--- src/rtl/vector_adder_sequencer.sv ---
// vector_adder_sequencer: drives a byte-sliced 64-bit vector adder across one vl-element operation,
// streaming tail-zeroed sums or packing per-element carry/borrow-out bits into a mask.
module vector_adder_sequencer #(
  parameter int MAX_VL = 64
) (
  input  logic              clk_i,
  input  logic              rst_i,
  input  logic              start_i,
  input  logic [6:0]        vl_i,
  input  logic [1:0]        vsew_i,
  input  logic              add_sub_i,
  input  logic              compute_carry_i,
  input  logic              with_carry_borrow_i,
  input  logic              reversed_i,
  input  logic [MAX_VL-1:0] v0_i,
  output logic              busy_o,
  output logic              done_o,
  input  logic              opnd_valid_i,
  output logic              opnd_ready_o,
  input  logic [63:0]       vs2_data_i,
  input  logic [63:0]       vs1_data_i,
  output logic [63:0]       adder_vs2_o,
  output logic [63:0]       adder_vs1_o,
  output logic [7:0]        adder_vmask_o,
  output logic [1:0]        adder_vsew_o,
  output logic              adder_add_sub_o,
  output logic              adder_compute_carry_o,
  output logic              adder_with_carry_borrow_o,
  output logic              adder_reversed_o,
  input  logic [63:0]       adder_vd_i,
  output logic              res_valid_o,
  input  logic              res_ready_i,
  output logic [63:0]       res_data_o,
  output logic              res_last_o,
  output logic [MAX_VL-1:0] mask_o
);
  typedef enum logic [1:0] {IDLE, RUN, FINISH} state_t;
  state_t state_q, state_d;
  logic [6:0] vl_q, vl_d, b_q, b_d;
  logic [1:0] vsew_q, vsew_d;
  logic add_sub_q, add_sub_d, cc_q, cc_d, wcb_q, wcb_d, rev_q, rev_d;
  logic [MAX_VL-1:0] v0_q, v0_d, mask_q, mask_d;
  logic res_valid_q, res_valid_d, res_last_q, res_last_d;
  logic [63:0] res_data_q, res_data_d, keep;
  logic [1:0] sh;
  logic [3:0] epb;
  logic [7:0] beats, elem_ok, byte_ok, v0_sl, cbits;
  logic [9:0] base;
  logic accept, last_beat;
  assign sh = 2'd3 - vsew_q;
  assign epb = 4'd8 >> vsew_q;
  assign beats = (8'(vl_q) + 8'(epb) - 8'd1) >> sh;
  assign base = 10'(b_q) << sh;
  // elem_ok marks in-range element slots of this beat; byte_ok maps each byte to its element
  for (genvar i = 0; i < 8; i++) begin : g_lane
    assign elem_ok[i] = (4'(i) < epb) && (base + 10'(i) < 10'(vl_q));
    assign byte_ok[i] = (base + (10'(i) >> vsew_q)) < 10'(vl_q);
    assign keep[8*i +: 8] = {8{byte_ok[i]}};
  end
  assign v0_sl = 8'(v0_q >> base);
  assign cbits = adder_vd_i[7:0] & elem_ok;
  assign opnd_ready_o = (state_q == RUN) && (8'(b_q) < beats) && (cc_q || !res_valid_q || res_ready_i);
  assign accept = opnd_valid_i && opnd_ready_o;
  assign last_beat = 8'(b_q) == beats - 8'd1;
  assign busy_o = state_q != IDLE;
  assign done_o = state_q == FINISH;
  assign adder_vs2_o = vs2_data_i;
  assign adder_vs1_o = vs1_data_i;
  assign adder_vmask_o = {8{wcb_q}} & elem_ok & v0_sl;
  assign adder_vsew_o = vsew_q;
  assign adder_add_sub_o = add_sub_q;
  assign adder_compute_carry_o = cc_q;
  assign adder_with_carry_borrow_o = wcb_q;
  assign adder_reversed_o = rev_q;
  assign res_valid_o = res_valid_q;
  assign res_data_o = res_data_q;
  assign res_last_o = res_last_q;
  assign mask_o = mask_q;
  always_comb begin
    state_d = state_q;
    b_d = b_q;
    vl_d = vl_q;
    vsew_d = vsew_q;
    add_sub_d = add_sub_q;
    cc_d = cc_q;
    wcb_d = wcb_q;
    rev_d = rev_q;
    v0_d = v0_q;
    mask_d = mask_q;
    res_valid_d = res_valid_q && !res_ready_i;
    res_last_d = res_last_q && !res_ready_i;
    res_data_d = res_data_q;
    if (state_q == IDLE && start_i) begin
      vl_d = vl_i;
      vsew_d = vsew_i;
      add_sub_d = add_sub_i;
      cc_d = compute_carry_i;
      wcb_d = with_carry_borrow_i;
      rev_d = reversed_i;
      v0_d = v0_i;
      mask_d = '0;
      b_d = '0;
      state_d = vl_i == 7'd0 ? FINISH : RUN;
    end
    if (state_q == FINISH) state_d = IDLE;
    if (accept) begin
      b_d = b_q + 7'd1;
      if (cc_q) begin
        mask_d = mask_q | (MAX_VL'(cbits) << base);
        state_d = last_beat ? FINISH : state_d;
      end else begin
        res_valid_d = 1'b1;
        res_last_d = last_beat;
        res_data_d = adder_vd_i & keep;
      end
    end
    if (state_q == RUN && !cc_q && res_valid_q && res_ready_i && res_last_q) state_d = FINISH;
  end
  always_ff @(posedge clk_i or posedge rst_i) begin
    if (rst_i) begin
      state_q <= IDLE;
      b_q <= '0;
      vl_q <= '0;
      vsew_q <= '0;
      add_sub_q <= 1'b0;
      cc_q <= 1'b0;
      wcb_q <= 1'b0;
      rev_q <= 1'b0;
      v0_q <= '0;
      mask_q <= '0;
      res_valid_q <= 1'b0;
      res_last_q <= 1'b0;
      res_data_q <= '0;
    end else begin
      state_q <= state_d;
      b_q <= b_d;
      vl_q <= vl_d;
      vsew_q <= vsew_d;
      add_sub_q <= add_sub_d;
      cc_q <= cc_d;
      wcb_q <= wcb_d;
      rev_q <= rev_d;
      v0_q <= v0_d;
      mask_q <= mask_d;
      res_valid_q <= res_valid_d;
      res_last_q <= res_last_d;
      res_data_q <= res_data_d;
    end
  end
endmodule

--- config.mk ---
export PLATFORM = sky130hd
export DESIGN_NAME = vector_adder_sequencer
export DESIGN_NICKNAME = d
export VERILOG_FILES = /design/src/rtl/vector_adder_sequencer.sv
export SDC_FILE = /design/constraint.sdc
export NUM_CORES = 1
export LEC_CHECK = 0
export CORE_AREA = 5 5 208 210
export CTS_CLUSTER_SIZE = 25
export DETAILED_ROUTE_END_ITERATION = 10
export DIE_AREA = 0 0 213 215
export PLACE_DENSITY_LB_ADDON = 0.2
export SLEW_MARGIN = 20
export SYNTH_ARGS = -nofsm -noshare
export SYNTH_HDL_FRONTEND = slang
export SYNTH_SLANG_ARGS = --single-unit
--- constraint.sdc ---
create_clock -name clk_i -period 16 [get_ports clk_i]
set_input_delay 1.6 -clock clk_i [delete_from_list [all_inputs] [get_ports clk_i]]
set_output_delay 1.6 -clock clk_i [all_outputs]
set_load 0.005 [all_outputs]
==> results.ini <==
[placement]
buffer_ports.inserted = 292
placedInstanceArea_um2 = 20100
gp_routability_congestion = 0.991
dpl.hpwl_um = 49700

[status]
run_status = finished, final reports clean

[timing]
timing.clock.skew_ns = 0.0273
setup_viol = 0
min_period_ns = 8.45
final-max-slew-violation-count = 0
maxSlewHeadroom = 0.269
totalNegativeSetupSlack_ns = 0
worst_pin_slew_ns = 1.09
setup_repair_after_global_routing_missed_its_margin = no
maxClockFrequency_mhz = 118
post-route-period-util = 0.528
final_hold_viol_count = 0

[global_routing]
pin_count_of_the_biggest_net_entering_global_routing = 90
globalRoute.totalOverflow = 0
grt_pass1_wl_um = 100000
groute.usage.overall = 0.278
grt_pass1_vias = 16800
grt_antenna_before_repair = 4

[yosys]
synth_top_cell_by_area = dfrtp_1
synth_top_cell_area_share = 0.305
synth_flop_cell = dfrtp_1
ys.warnings.count = 0
ys_async_sr_fraction = 1.00
netlist_top_cells_area = dfrtp_1 (31%), nand2_1 (9.1%), ha_1 (8.8%)
synth-edff-count = 0
netlist_area_um2 = 17700
synth.yosys.seq_area_share = 0.305
postSynthRegisterBits = 216
synth_commonest_cells = nand2_1 (428), dfrtp_1 (216), buf_4 (137)
cell_with_the_most_instances_after_synthesis = nand2_1
synthesis.area_per_instance_um2 = 8.19
synth_cell_type_count = 91
synth_cells = 2162
synthesis.nets = 2561

[clock_network]
cts-root-buf = clkbuf_16
clk_pin_slew_worst_paths_ns = 0.06
clock_insertion_delay_at_the_later_pin_of_the_skew_report_ns = 0.55
cts_hold_buf = 0
cts.sinks = 216
postcts_resize_cnt = 0
cts_made_buffers = 24
tritoncts = built
number_of_buffers_added_for_setup_after_cts = 0
max-clock-path-buffers = 3
ctsHtreeMaxLevel = 1

[power_and_ir_drop]
power.static_leakage_nw = 9.09
pwr_cell_area_nw_per_um2 = 257
comb_power_share = 0.720
internal-power_w = 0.00265
report.power.total_w = 0.00536
seqPwrFrac = 0.182
power.net_switching_w = 0.00271
ir_worst_vdd_mv = 0.116
power.share.switching = 0.505
share_of_total_power_in_the_clock_network = 0.098

[die]
rows = 75
io_pins = 549
die_width_um = 213
floorplan.initialDensity = 0.428
chipHeight_um = 215
core_area_um2 = 41400
design.die.area_um2 = 45800

[drt]
wl_met1_um = 27300
wirelength_um = 66200
routed-wl-met2_um = 30600
via_count = 16800
drc = 0
wl_per_cell_um = 23.5
maxUsedRoutingLayer = met5
route.met3.wl_um = 5360
number_of_search_and_repair_iterations_in_the_first_detailed_routing_pass = 6
vias_per_cell = 5.95
drt_iter0_drc = 1355
route.antenna.remaining_nets = 0

[worst_setup_path]
worst_ep_arrival_time_ns = 6.85
cp_launch_type = register
cp.required_ns = 14.40
setup.worst_path.end_class = primary output
critical_path_peak_fanout = 62
worstSetupPathType = register to primary output

[min_path]
holdCritPathClass = register to register

[layout]
finalNetCount = 2656
layout-area-overhead-vs-synth_pct = 17.7
fin_area_um2 = 20800
drive_gt1_frac = 0.0581
utilization = 0.504
n_fill_cell = 4033

[job]
maxCapViolations = 0

[critical path: stages (launching register included)]
cell             delay [ns]
dfrtp_2                0.34
buf_4                  0.52
mux2_2                 0.46
a21oi_4                0.14
buf_4                  0.60
inv_2                  0.07
buf_4                  0.34
ha_1                   0.38
a21oi_1                0.30
nor2_1                 0.11
xnor2_1                0.16
ha_1                   0.31
and4_1                 0.18
nand2_1                0.07
nand3_1                0.08
a211oi_1               0.48
nand3_1                0.17
a2111oi_0              0.81
clkdlybuf4s50_1        0.66
[kinds of logic (layout without fill, tap and decap cells)]
logic type,count (synthesis),in the layout,share of synthesized area
compound gates,499,499,0.195
xor+xnor,85,85,0.0421
fa+ha+maj,125,125,0.0888
buf+inv,314,424,0.0976
flops,216,216,0.305
mux,104,104,0.0621
other cells,0,3,0
simple gates,819,819,0.209
[layer usage]
| metal | vias up | track usage |
|---|---|---|
| li1 | 7757 | - |
| met1 | 8049 | 0.360 |
| met2 | 765 | 0.451 |
| met3 | 175 | 0.0650 |
| met4 | 6 | 0.102 |
| met5 | - | 0.00647 |
[area by class of cell]
type / count / area, um^2 / area share
Timing Repair Buffer: 328 / 3190 / 0.153
Clock inverter: 9 / 58.8 / 0.00282
Multi-Input combinational cell: 1632 / 10600 / 0.509
Tap cell: 539 / 674 / 0.0324
Inverter: 55 / 215 / 0.0103
Clock buffer: 32 / 681 / 0.0327
Antenna cell: 3 / 7.51 / 0.000360
Sequential cell: 216 / 5410 / 0.259
[power by group through the flow]
stage | logic [W] | registers [W] | clock network, W
final | 0.00386 | 0.000974 | 0.000526
after floorplan | 0.00257 | 0.000934 | 0
after global routing | 0.00423 | 0.00101 | 0.000561
after detailed placement | 0.00380 | 0.000981 | 0
after global placement | 0.00374 | 0.000978 | 0
after CTS | 0.00383 | 0.000974 | 0.000540
[cells in the final DEF (no fill, tap or decap), types with 33 or more instances in the layout]
master           synthesis  final
a211oi_1                33     33
a21oi_1                 76     75
a22o_1                  62     62
buf_4                  137     36
clkdlybuf4s50_1          0    292
dfrtp_1                216    214
ha_1                   124    124
inv_1                   48     47
mux2i_1                 92     92
nand2_1                428    427
nand3_1                 85     85
nor2_1                 129    126
o21ai_0                 93     93
xnor2_1                 76     76
[final timing paths]
path,start,slack [ns],end,depth (start not counted)
min reg2reg,res_data_o[5]$_DFFE_PP0P_,0.48,res_data_o[5]$_DFFE_PP0P_,2
min,res_data_o[5]$_DFFE_PP0P_,0.48,res_data_o[5]$_DFFE_PP0P_,2
max,adder_vsew_o[1]$_DFFE_PP0P_,7.55,adder_vmask_o[3],18
max in group asynchronous,rst_i,13.08,v0_q[14]$_DFFE_PP0P_,3
max reg2reg,adder_vsew_o[1]$_DFFE_PP0P_,8.53,res_data_o[40]$_DFFE_PP0P_,20
min in group asynchronous,rst_i,1.53,res_data_o[54]$_DFFE_PP0P_,2
[state kept, by name (all words and copies together), names as in the netlist]
name / cells
adder_add_sub_o: 1
adder_compute_carry_o: 1
adder_reversed_o: 1
adder_vsew_o: 2
adder_with_carry_borrow_o: 1
b_q: 7
mask_o: 64
res_data_o: 64
res_last_o: 1
res_valid_o: 1
state_q: 2
v0_q: 64
vl_q: 7
[per-stage QoR]
stage | worst slack (ns) | hold WS (ns) | instances
global route | 7.32 | 0.506 | 2811
floorplan | 8.49 | 0.446 | 2162
CTS | 7.70 | 0.479 | 2811
detailed placement | 8.32 | 0.466 | 2770
finish | 7.55 | 0.476 | 2814
global placement | 8.45 | 0.459 | 2770
Power figures use the tool's default switching activity.
